===== config.mk =====
export PLATFORM = sky130hd
export DESIGN_NAME = reg_dump_scanner
export DESIGN_NICKNAME = d
export VERILOG_FILES = /design/src/rtl/reg_dump_scanner.sv
export SDC_FILE = /design/constraint.sdc
export NUM_CORES = 1
export LEC_CHECK = 0
export CAP_MARGIN = 5
export CORE_MARGIN = 3
export CORE_UTILIZATION = 50
export CTS_CLUSTER_SIZE = 25
export DETAILED_ROUTE_END_ITERATION = 8
export DONT_BUFFER_PORTS = 1
export PLACE_DENSITY_LB_ADDON = 0.08
export SKIP_CTS_REPAIR_TIMING = 1
export SLEW_MARGIN = 0
export SYNTH_ARGS = -nofsm -noshare
export SYNTH_HDL_FRONTEND = slang
export SYNTH_SLANG_ARGS = --single-unit

===== constraint.sdc =====
create_clock -name clk -period 1.6 [get_ports clk]
set_clock_uncertainty 0.2 [all_clocks]
set_input_delay 0.32 -clock clk [delete_from_list [all_inputs] [get_ports clk]]
set_output_delay 0.32 -clock clk [all_outputs]
set_load 0.01 [all_outputs]

===== src/rtl/reg_dump_scanner.sv =====
// rtl/reg_dump_scanner.sv - walks the CPU debug register port and streams each value out
//
// Purpose: on start, steps reg_sel from FIRST_REG to LAST_REG, lets each index
// settle, captures reg_data and presents it as a tagged word with a valid/ready
// handshake. Optional macro REG_DUMP_PC_EN appends a PC word (tag 32) after the
// last register.
//
// Ports:
//   clk, rst          clock (rising edge), asynchronous active-high reset
//   start             scan request, sampled only while idle
//   reg_sel           register index driven to the CPU debug read port
//   reg_data          CPU register value for reg_sel
//   pc_in             CPU program counter (used only with REG_DUMP_PC_EN)
//   out_valid/ready   output word handshake
//   out_idx           word tag: 0-31 register index, 32 PC
//   out_data          captured value
//   busy              high whenever a scan is in progress
//   done              one-cycle pulse at the end of a completed scan
module reg_dump_scanner #(
  parameter int FIRST_REG  = 1,
  parameter int LAST_REG   = 31,
  parameter int SETTLE_CYC = 2
) (
  input  logic        clk,
  input  logic        rst,
  input  logic        start,
  output logic [4:0]  reg_sel,
  input  logic [31:0] reg_data,
  input  logic [31:0] pc_in,
  output logic        out_valid,
  input  logic        out_ready,
  output logic [5:0]  out_idx,
  output logic [31:0] out_data,
  output logic        busy,
  output logic        done
);

  localparam int CW = (SETTLE_CYC < 2) ? 1 : $clog2(SETTLE_CYC + 1);
  localparam logic [4:0]    FIRST_SEL = 5'(FIRST_REG);
  localparam logic [4:0]    LAST_SEL  = 5'(LAST_REG);
  localparam logic [CW-1:0] SETTLE_LD = CW'(SETTLE_CYC);

  typedef enum logic [2:0] {
    IDLE,
    SETTLE,
    EMIT,
`ifdef REG_DUMP_PC_EN
    PC,
`endif
    DONE
  } state_t;

  state_t        state, state_n;
  logic [CW-1:0] cnt, cnt_n;
  logic [4:0]    reg_sel_n;
  logic          out_valid_n;
  logic [5:0]    out_idx_n;
  logic [31:0]   out_data_n;

`ifndef REG_DUMP_PC_EN
  logic unused_pc;
  assign unused_pc = ^pc_in;
`endif

  always_ff @(posedge clk or posedge rst) begin
    if (rst) begin
      state     <= IDLE;
      cnt       <= '0;
      reg_sel   <= '0;
      out_valid <= 1'b0;
      out_idx   <= '0;
      out_data  <= '0;
    end else begin
      state     <= state_n;
      cnt       <= cnt_n;
      reg_sel   <= reg_sel_n;
      out_valid <= out_valid_n;
      out_idx   <= out_idx_n;
      out_data  <= out_data_n;
    end
  end

  always_comb begin
    state_n     = state;
    cnt_n       = cnt;
    reg_sel_n   = reg_sel;
    out_valid_n = out_valid;
    out_idx_n   = out_idx;
    out_data_n  = out_data;
    case (state)
      IDLE: begin
        if (start) begin
          reg_sel_n = FIRST_SEL;
          cnt_n     = SETTLE_LD;
          state_n   = SETTLE;
        end
      end
      SETTLE: begin
        // Counter runs down to zero and the capture happens on the edge after
        // that, so the first word appears SETTLE_CYC+1 edges after start.
        if (cnt == '0) begin
          out_data_n  = reg_data;
          out_idx_n   = {1'b0, reg_sel};
          out_valid_n = 1'b1;
          state_n     = EMIT;
        end else begin
          cnt_n = cnt - CW'(1);
        end
      end
      EMIT: begin
        if (out_valid && out_ready) begin
          out_valid_n = 1'b0;
          if (reg_sel < LAST_SEL) begin
            reg_sel_n = reg_sel + 5'd1;
            cnt_n     = SETTLE_LD;
            state_n   = SETTLE;
          end else begin
`ifdef REG_DUMP_PC_EN
            state_n = PC;
`else
            state_n = DONE;
`endif
          end
        end
      end
`ifdef REG_DUMP_PC_EN
      PC: begin
        // First cycle in PC captures the program counter; later cycles wait
        // for the consumer to take it.
        if (!out_valid) begin
          out_data_n  = pc_in;
          out_idx_n   = 6'd32;
          out_valid_n = 1'b1;
        end else if (out_ready) begin
          out_valid_n = 1'b0;
          state_n     = DONE;
        end
      end
`endif
      DONE: begin
        state_n = IDLE;
      end
      default: begin
        state_n = IDLE;
      end
    endcase
  end

  assign busy = (state != IDLE);
  assign done = (state == DONE);

endmodule


Word level (Yosys, flattened, before mapping) --
Cells that the tools add are included.
Word-level totals: register bits 48, input bits 68, output and inout bits 46, word-level logic and storage cells 46
Cells by class: add/sub/neg operators 2, magnitude comparators 1, eq/ne operators 8, muxes and demuxes 17, reductions and logical operators 12
Operators by type and width (count):
- $mux 5 | 3
- $mux 2 | 5
- $ne 2x2->1 const B | 5
- $pmux 5 s2 | 1
- $mux 3 | 3
- $pmux 3 s3 | 1
- $eq 3x2->1 const B | 2
- $pmux 2 s3 | 1
- $reduce_and 3->1 | 2
- $reduce_bool 3->1 | 2
- $add 5x1->5 const B | 1
- $lt 5x5->1 const B | 1
- $reduce_and 5->1 | 1
- $reduce_and 4->1 | 1
- $reduce_bool 2->1 | 2
- $eq 3x1->1 const B | 1
- $logic_not 3->1 | 1
- $logic_not 2->1 | 1
- $mux 1 | 2
- $pmux 1 s2 | 1
- $reduce_and 2->1 | 1
- $sub 2x1->2 const B | 1
- $logic_and 1x1->1 | 1

Depth between registers and ports, before layout --
Gate-level depths: netlist of run 1.
depth after elaboration 4, mapped depth 6, mapped depth without buffers 5

Least setup slack after synthesis of run 1 --
OpenSTA, ideal clock, no wires.
path kind reg2reg, from register cnt[0], to register out_data[0], setup time 0.125 ns, arrival time 1.291 ns, required time 1.275 ns, path slack -0.017 ns, stages on the path, launching flop included 7, path buffers 2, period minus slack after synthesis 1.617 ns, cells stage by stage dfrtp_1 -> inv_1 -> ha_1 -> nand3b_4 -> buf_6 -> buf_6 -> mux2_4
On the way: cells in the longest elaborated chain, start to end 2
RTL lines:
- from (decl) | RTL line 54 | logic [CW-1:0] cnt, cnt_n;
- from (signal assigned) | RTL line 75 | cnt <= cnt_n;
- $logic_not 2->1 | RTL line 101 | if (cnt == '0) begin
- $reduce_and 2->1 (no line)
- to (signal assigned) | RTL line 79 | out_data <= out_data_n;
- to (decl) | RTL line 33 | output logic [31:0] out_data,
No other way between the ends. A chain may end at the register's enable or synchronous reset.

Worst setup path in the final report of run 1 --
from register state[0], to output busy
On the way: cells in the longest elaborated chain, start to end 1
RTL lines:
- from (decl) | RTL line 53 | state_t state, state_n;
- from (signal assigned) | RTL line 74 | state <= state_n;
- $reduce_bool 3->1 | RTL line 149 | assign busy = (state != IDLE);
- to (decl) | RTL line 34 | output logic busy,
No other way between the ends.

==> results of run 1 <==
-- layout by cell type (no fill, tap or decap), types with 4 or more instances in the layout --
cell           Yosys  layout
a21oi_1            4       4
mux2_2            30      30
mux2_4             8       8
buf_4              1      12
dfrtp_1           47      46
dlygate4sd3_1      0      33
nand2_1            8       8
nor2_1             4       4
clkbuf_8           0       5
-- worst register-to-register path: cells and delay by family (launching register included) --
family,cells,cell delay (ps)
compound gates,3,520
flops,1,460
simple gates,1,270
-- synthesized netlist by cell type (2+ instances only) --
cell type | count | area (um^2)
inv_1 | 4 | 15.0
mux2_4 | 8 | 120
ha_1 | 2 | 25.0
dfrtp_1 | 47 | 1180
a21oi_1 | 4 | 20.0
o21ai_0 | 3 | 15.0
nor2_1 | 4 | 15.0
buf_2 | 2 | 10.0
mux2_2 | 30 | 338
nand3_1 | 3 | 15.0
nor3b_1 | 2 | 15.0
nand2_1 | 8 | 30.0
buf_6 | 2 | 22.5
-- power by group through the flow --
stage | Sequential, uW | Clock (uW) | Combinational (uW)
floorplan | 2230 | 0 | 1150
CTS | 2290 | 742 | 1480
global placement | 2290 | 0 | 1400
global route | 2380 | 800 | 1800
finish | 2310 | 706 | 1640
detailed placement | 2310 | 0 | 1470
-- sequential cells by signal, summed over array words and instances (netlist names) --
signal and count:
out_data 32, out_idx 5, reg_sel 5, cnt 2
state 2, out_valid 1
-- metal layers --
layer,up-vias,share of wire
met5,-,0
met1,638,0.38
met4,0,0.012
li1,581,-
met3,7,0.099
met2,54,0.51
-- metrics by stage --
step                setup WS (ps)  utilization  hold WS (ps)
floorplan                  -0.372            -           143
global placement            -7.12        0.573          28.3
detailed placement          -55.5        0.573          33.7
CTS                          -148        0.598          -305
global route                 -111        0.698         -7.23
finish                      -69.6        0.698        -0.751
-- layout make-up --
type	instances	area, um^2	share of cell area
clock buffers	5	68.8	0.0264
multi-input cells	82	769	0.295
well taps	48	60.1	0.0230
flip-flops and latches	47	1180	0.451
inverters	4	18.8	0.00719
clock inverters	3	25.0	0.00958
repair buffers	49	492	0.188
-- worst paths after layout --
path / start / slack (ps) / cells after the start / end
setup / recovery: state[0] / -70 / 2 / busy
hold / removal: out_ready / -0.8 / 3 / out_valid
setup reg to reg: state[0] / 40 / 4 / reg_sel[1]
hold reg to reg: reg_sel[0] / 340 / 1 / reg_sel[0]
max in group asynchronous: rst / 400 / 3 / state[0]
min in group asynchronous: rst / 310 / 2 / out_data[6]
-- kinds of logic after synthesis --
kind of cell	Yosys count	synth area share
and+or+nand+nor	25	0.0708
muxes	38	0.231
DFF	47	0.594
AOI/OAI and AO/OA	16	0.0613
other	1	0.00189
adders and majority gates	2	0.0126
buffers and inverters	9	0.0278
==> flow_metrics.tcl, run 1 <==
set metrics [dict create \
    synthArstFlopShare 1.00 \
    area_growth_syn_to_layout_pct 31.9 \
    clk_path_buf_depth 2 \
    netlist-cell-type-count 32 \
    seq_power_share 0.495 \
    max_clock_freq_mhz 599 \
    rsz0062_at_grt "yes" \
    syn_avg_cell_area_um2 14.3 \
    holdWs_ps -0.751 \
    grt_first_pass_wirelength_um 5420 \
    drtIter0Drc 35 \
    layoutNonFillerInstCount 238 \
    crit_arrival_ps 1150 \
    critPathMaxFanout 7 \
    cp_top_family "flip-flops" \
    hold_viol 1 \
    final_layout_size_suffix_gt1_frac 0.384 \
    clkPwrFrac 0.152 \
    vias 1280 \
    crit_chain "or2_4 -> buf_6" \
    placed_area_mm2 0.00214 \
    clk_pin_slew_worst_paths_ps 80 \
    finalInstanceArea_mm2 0.00261 \
    ys.flop_type "dfrtp_1" \
    drt-total-wl_um 4110 \
    grt_use_met2 0.267 \
    via_per_inst 5.38 \
    required_ps 1080 \
    grt_util_met1 0.173 \
    numCtsBuffers 5 \
    critPathLaunchType "register" \
    grt_max_degree 28 \
    initial_core_util 0.529 \
    clk_latency_ps 300 \
    drv_slew 0 \
    final_nets 259 \
    route.detailed.drc 0 \
    post-dp-hpwl_um 2810 \
    io_pins 114 \
    leakage_uw 0.00116 \
    cts_sinks 47 \
    die_width_um 68.9 \
    grt_pass1_vias 1217 \
    powerDensity_mw_per_mm2 1780 \
    syn_inst 138 \
    p_sw_frac 0.344 \
    met3_usage 0.0729 \
    period_share 1.04 \
    cp_slowest_cell "dfrtp_2" \
    crit_type "reg -> out" \
    crit_buf_inv 1 \
    tns_ps -69.6 \
    die_area_mm2 0.00475 \
    hold_path_class "in -> reg" \
    wl_per_cell_um 17.3 \
    p_switching_uw 1600 \
    yosysWarnings 0 \
    synth_area_mm2 0.00198 \
    outcome "finished with violations" \
    vdd_drop_max_uv 1180 \
    rows 22 \
    antenna_found_initial 0 \
    fin_ws_ps -69.6 \
    synth-seq-cells 47 \
    n_antenna_cell 0 \
    cts-root-buf "clkbuf_8" \
    maxCapViolCount 0 \
    portBuffers 0 \
    share_comb_of_total_power 0.353 \
    htree_levels 2 \
    grt_usage 0.158 \
    setup_viol 1 \
    final_antenna_net_count 0 \
    period_needed_ps 1670 \
    cpPeakStageDelay_ps 460 \
    synth_edf_count 0 \
    die-height_um 68.9 \
    cts_tree "yes" \
    overflow 0 \
    place_congestion 0.729 \
    busiest_layer "met2" \
    core-area_mm2 0.00374 \
    fillCellCount 277 \
    dr.pass1.iters 3 \
    p_int_uw 3050 \
    violations "negative hold slack, negative setup slack" \
    crit_path_end_kind "output pin" \
    dpl.cell_count 196 \
    power_uw 4650 \
    syn_nets 208 \
    synth-seq-area-share 0.594 \
]
(Power assumes the default switching activity.)
==> run 2, diff against run 1 <==
--- a/config.mk
+++ b/config.mk
@@ -7,10 +7,11 @@
 export LEC_CHECK = 0
 export CAP_MARGIN = 5
 export CORE_MARGIN = 3
-export CORE_UTILIZATION = 50
+export CORE_UTILIZATION = 35
 export CTS_CLUSTER_SIZE = 25
 export DETAILED_ROUTE_END_ITERATION = 8
 export DONT_BUFFER_PORTS = 1
+export HOLD_SLACK_MARGIN = 0.02
 export PLACE_DENSITY_LB_ADDON = 0.08
 export SKIP_CTS_REPAIR_TIMING = 1
 export SLEW_MARGIN = 0
==> run 2 against run 1 <==
  * The run ends with negative setup slack left
  * Final cell count grew 11%
  * First-iteration DRC count shrank 2.9%
  * Final area is 3.4% higher
  * Sequential share of layout area decreased by 1.4 points
  * Register-to-register slack worse by 40 ps
  * Setup slack better by 14 ps
  * Via count rose by 1.4%
  * Largest power group unchanged
  * Highest routed layer unchanged
==> flow_metrics.tcl, run 2 (synthesized netlist as in run 1, its figures left out) <==
set metrics [dict create \
    crit_buf_inv 1 \
    grt_pass1_vias 1158 \
    initial_core_util 0.373 \
    n_antenna_cell 0 \
    critPathMaxFanout 5 \
    fin_util 0.509 \
    crit_arrival_ps 1140 \
    drt-total-wl_um 4280 \
    wl_met3_um 305 \
    top_layer_used "met4" \
    place_congestion 0.800 \
    wl_per_cell_um 16.3 \
    holdWs_ps 203 \
    die_width_um 81.2 \
    hold_viol 0 \
    placed_area_mm2 0.00216 \
    critPathLaunchType "register" \
    grt_first_pass_wirelength_um 5590 \
    crit_chain "or2_4 -> buf_6" \
    numCtsBuffers 5 \
    fin_ws_ps -55.5 \
    grt_max_degree 30 \
    die_area_mm2 0.00659 \
    cts_sinks 47 \
    area_growth_syn_to_layout_pct 36.4 \
    maxCapViolCount 0 \
    final_antenna_net_count 0 \
    finalInstanceArea_mm2 0.00270 \
    die-height_um 81.2 \
    power_uw 4860 \
    powerDensity_mw_per_mm2 1800 \
    drtIter0Drc 34 \
    clk_pin_slew_worst_paths_ps 80 \
    final_layout_size_suffix_gt1_frac 0.389 \
    final_nets 262 \
    reg_top3 "out_data: 32 flops, out_idx: 5 flops, reg_sel: 5 flops" \
    outcome "finished with violations" \
    largest_reg_flops 32 \
    leakage_uw 0.00120 \
    dr.pass1.iters 4 \
    cts-root-buf "clkbuf_8" \
    drv_slew 0 \
    top_register "out_data" \
    route.detailed.drc 0 \
    wl_met2_um 2270 \
    max_clock_freq_mhz 604 \
    worstReg2RegStart "cnt[0]" \
    cts_tree "yes" \
    required_ps 1080 \
    period_share 1.03 \
    vias 1298 \
    overflow 0 \
    cp_slowest_cell "dfrtp_2" \
    via_per_inst 4.94 \
    fillCellCount 455 \
    rrSetupSlack_ps 0 \
    final_common_cell "dfrtp_1" \
    period_needed_ps 1660 \
    setup_viol 1 \
    core-area_mm2 0.00530 \
    htree_levels 2 \
    portBuffers 0 \
    rows 26 \
    cp_top_family "flip-flops" \
    cp.depth 2 \
    r2r_cells 5 \
    crit_end "busy" \
    crit_type "reg -> out" \
    io_pins 114 \
    hold_path_class "in -> reg" \
    regToRegEndpoint "out_data[0]" \
    cpPeakStageDelay_ps 440 \
    most-common-layout-cells "45 x dfrtp_1, 34 x dlygate4sd3_1, 30 x mux2_2" \
    vdd_drop_max_uv 804 \
    grt_usage 0.113 \
    dpl.cell_count 216 \
    clk_latency_ps 300 \
    wl_met1_um 1640 \
    layoutNonFillerInstCount 263 \
    antenna_found_initial 0 \
    post-dp-hpwl_um 2850 \
    crit_path_end_kind "output pin" \
    clk_path_buf_depth 2 \
    cp-startpoint "state[0]" \
    rsz0062_at_grt "yes" \
    violations "negative setup slack" \
]
## run 2: layout make-up
type	count	area [um^2]	share of cell area
Tap cell	70	87.6	0.0324
Timing Repair Buffer	52	533	0.197
Inverter	4	18.8	0.00695
Sequential cell	47	1180	0.437
Multi-Input combinational cell	82	769	0.285
Clock buffer	5	68.8	0.0255
Clock inverter	3	43.8	0.0162
## run 2: where the power goes
group,total (uW),switching (uW),internal [uW]
clock,856,391,465
sequential,2280,566,1710
combinational,1730,644,1080
## run 2: through the flow
step,TNS (ps),setup slack (ps)
after global routing,-614,-90.9
after floorplan,-2.98,-0.372
after CTS,-272,-142
after detailed placement,-1.86,-1.27
final,-55.5,-55.5
after global placement,0,36.6
## run 2: metal layers
metal  up-vias  track usage
li1        592            -
met1       639        0.130
met2        59        0.186
met3         8       0.0410
met4         0       0.0591
met5         -            0
## run 2: worst register-to-register path, delay by kind of cell (launching register included)
family / cells / cell delay (ps)
adders and majority gates: 1 / 170
buffers and inverters: 2 / 310
DFF: 1 / 380
muxes: 1 / 290
and+or+nand+nor: 1 / 140
## run 2: worst min path at each step
stage,from,to,slack [ps],depth (start not counted)
final,out_ready,state[0],200,2
after global placement,rst,out_data[1],10,1
after CTS,rst,out_data[30],-320,1
after floorplan,rst,cnt[0],140,1
after global routing,out_ready,state[0],220,2
after detailed placement,rst,out_data[26],20,1
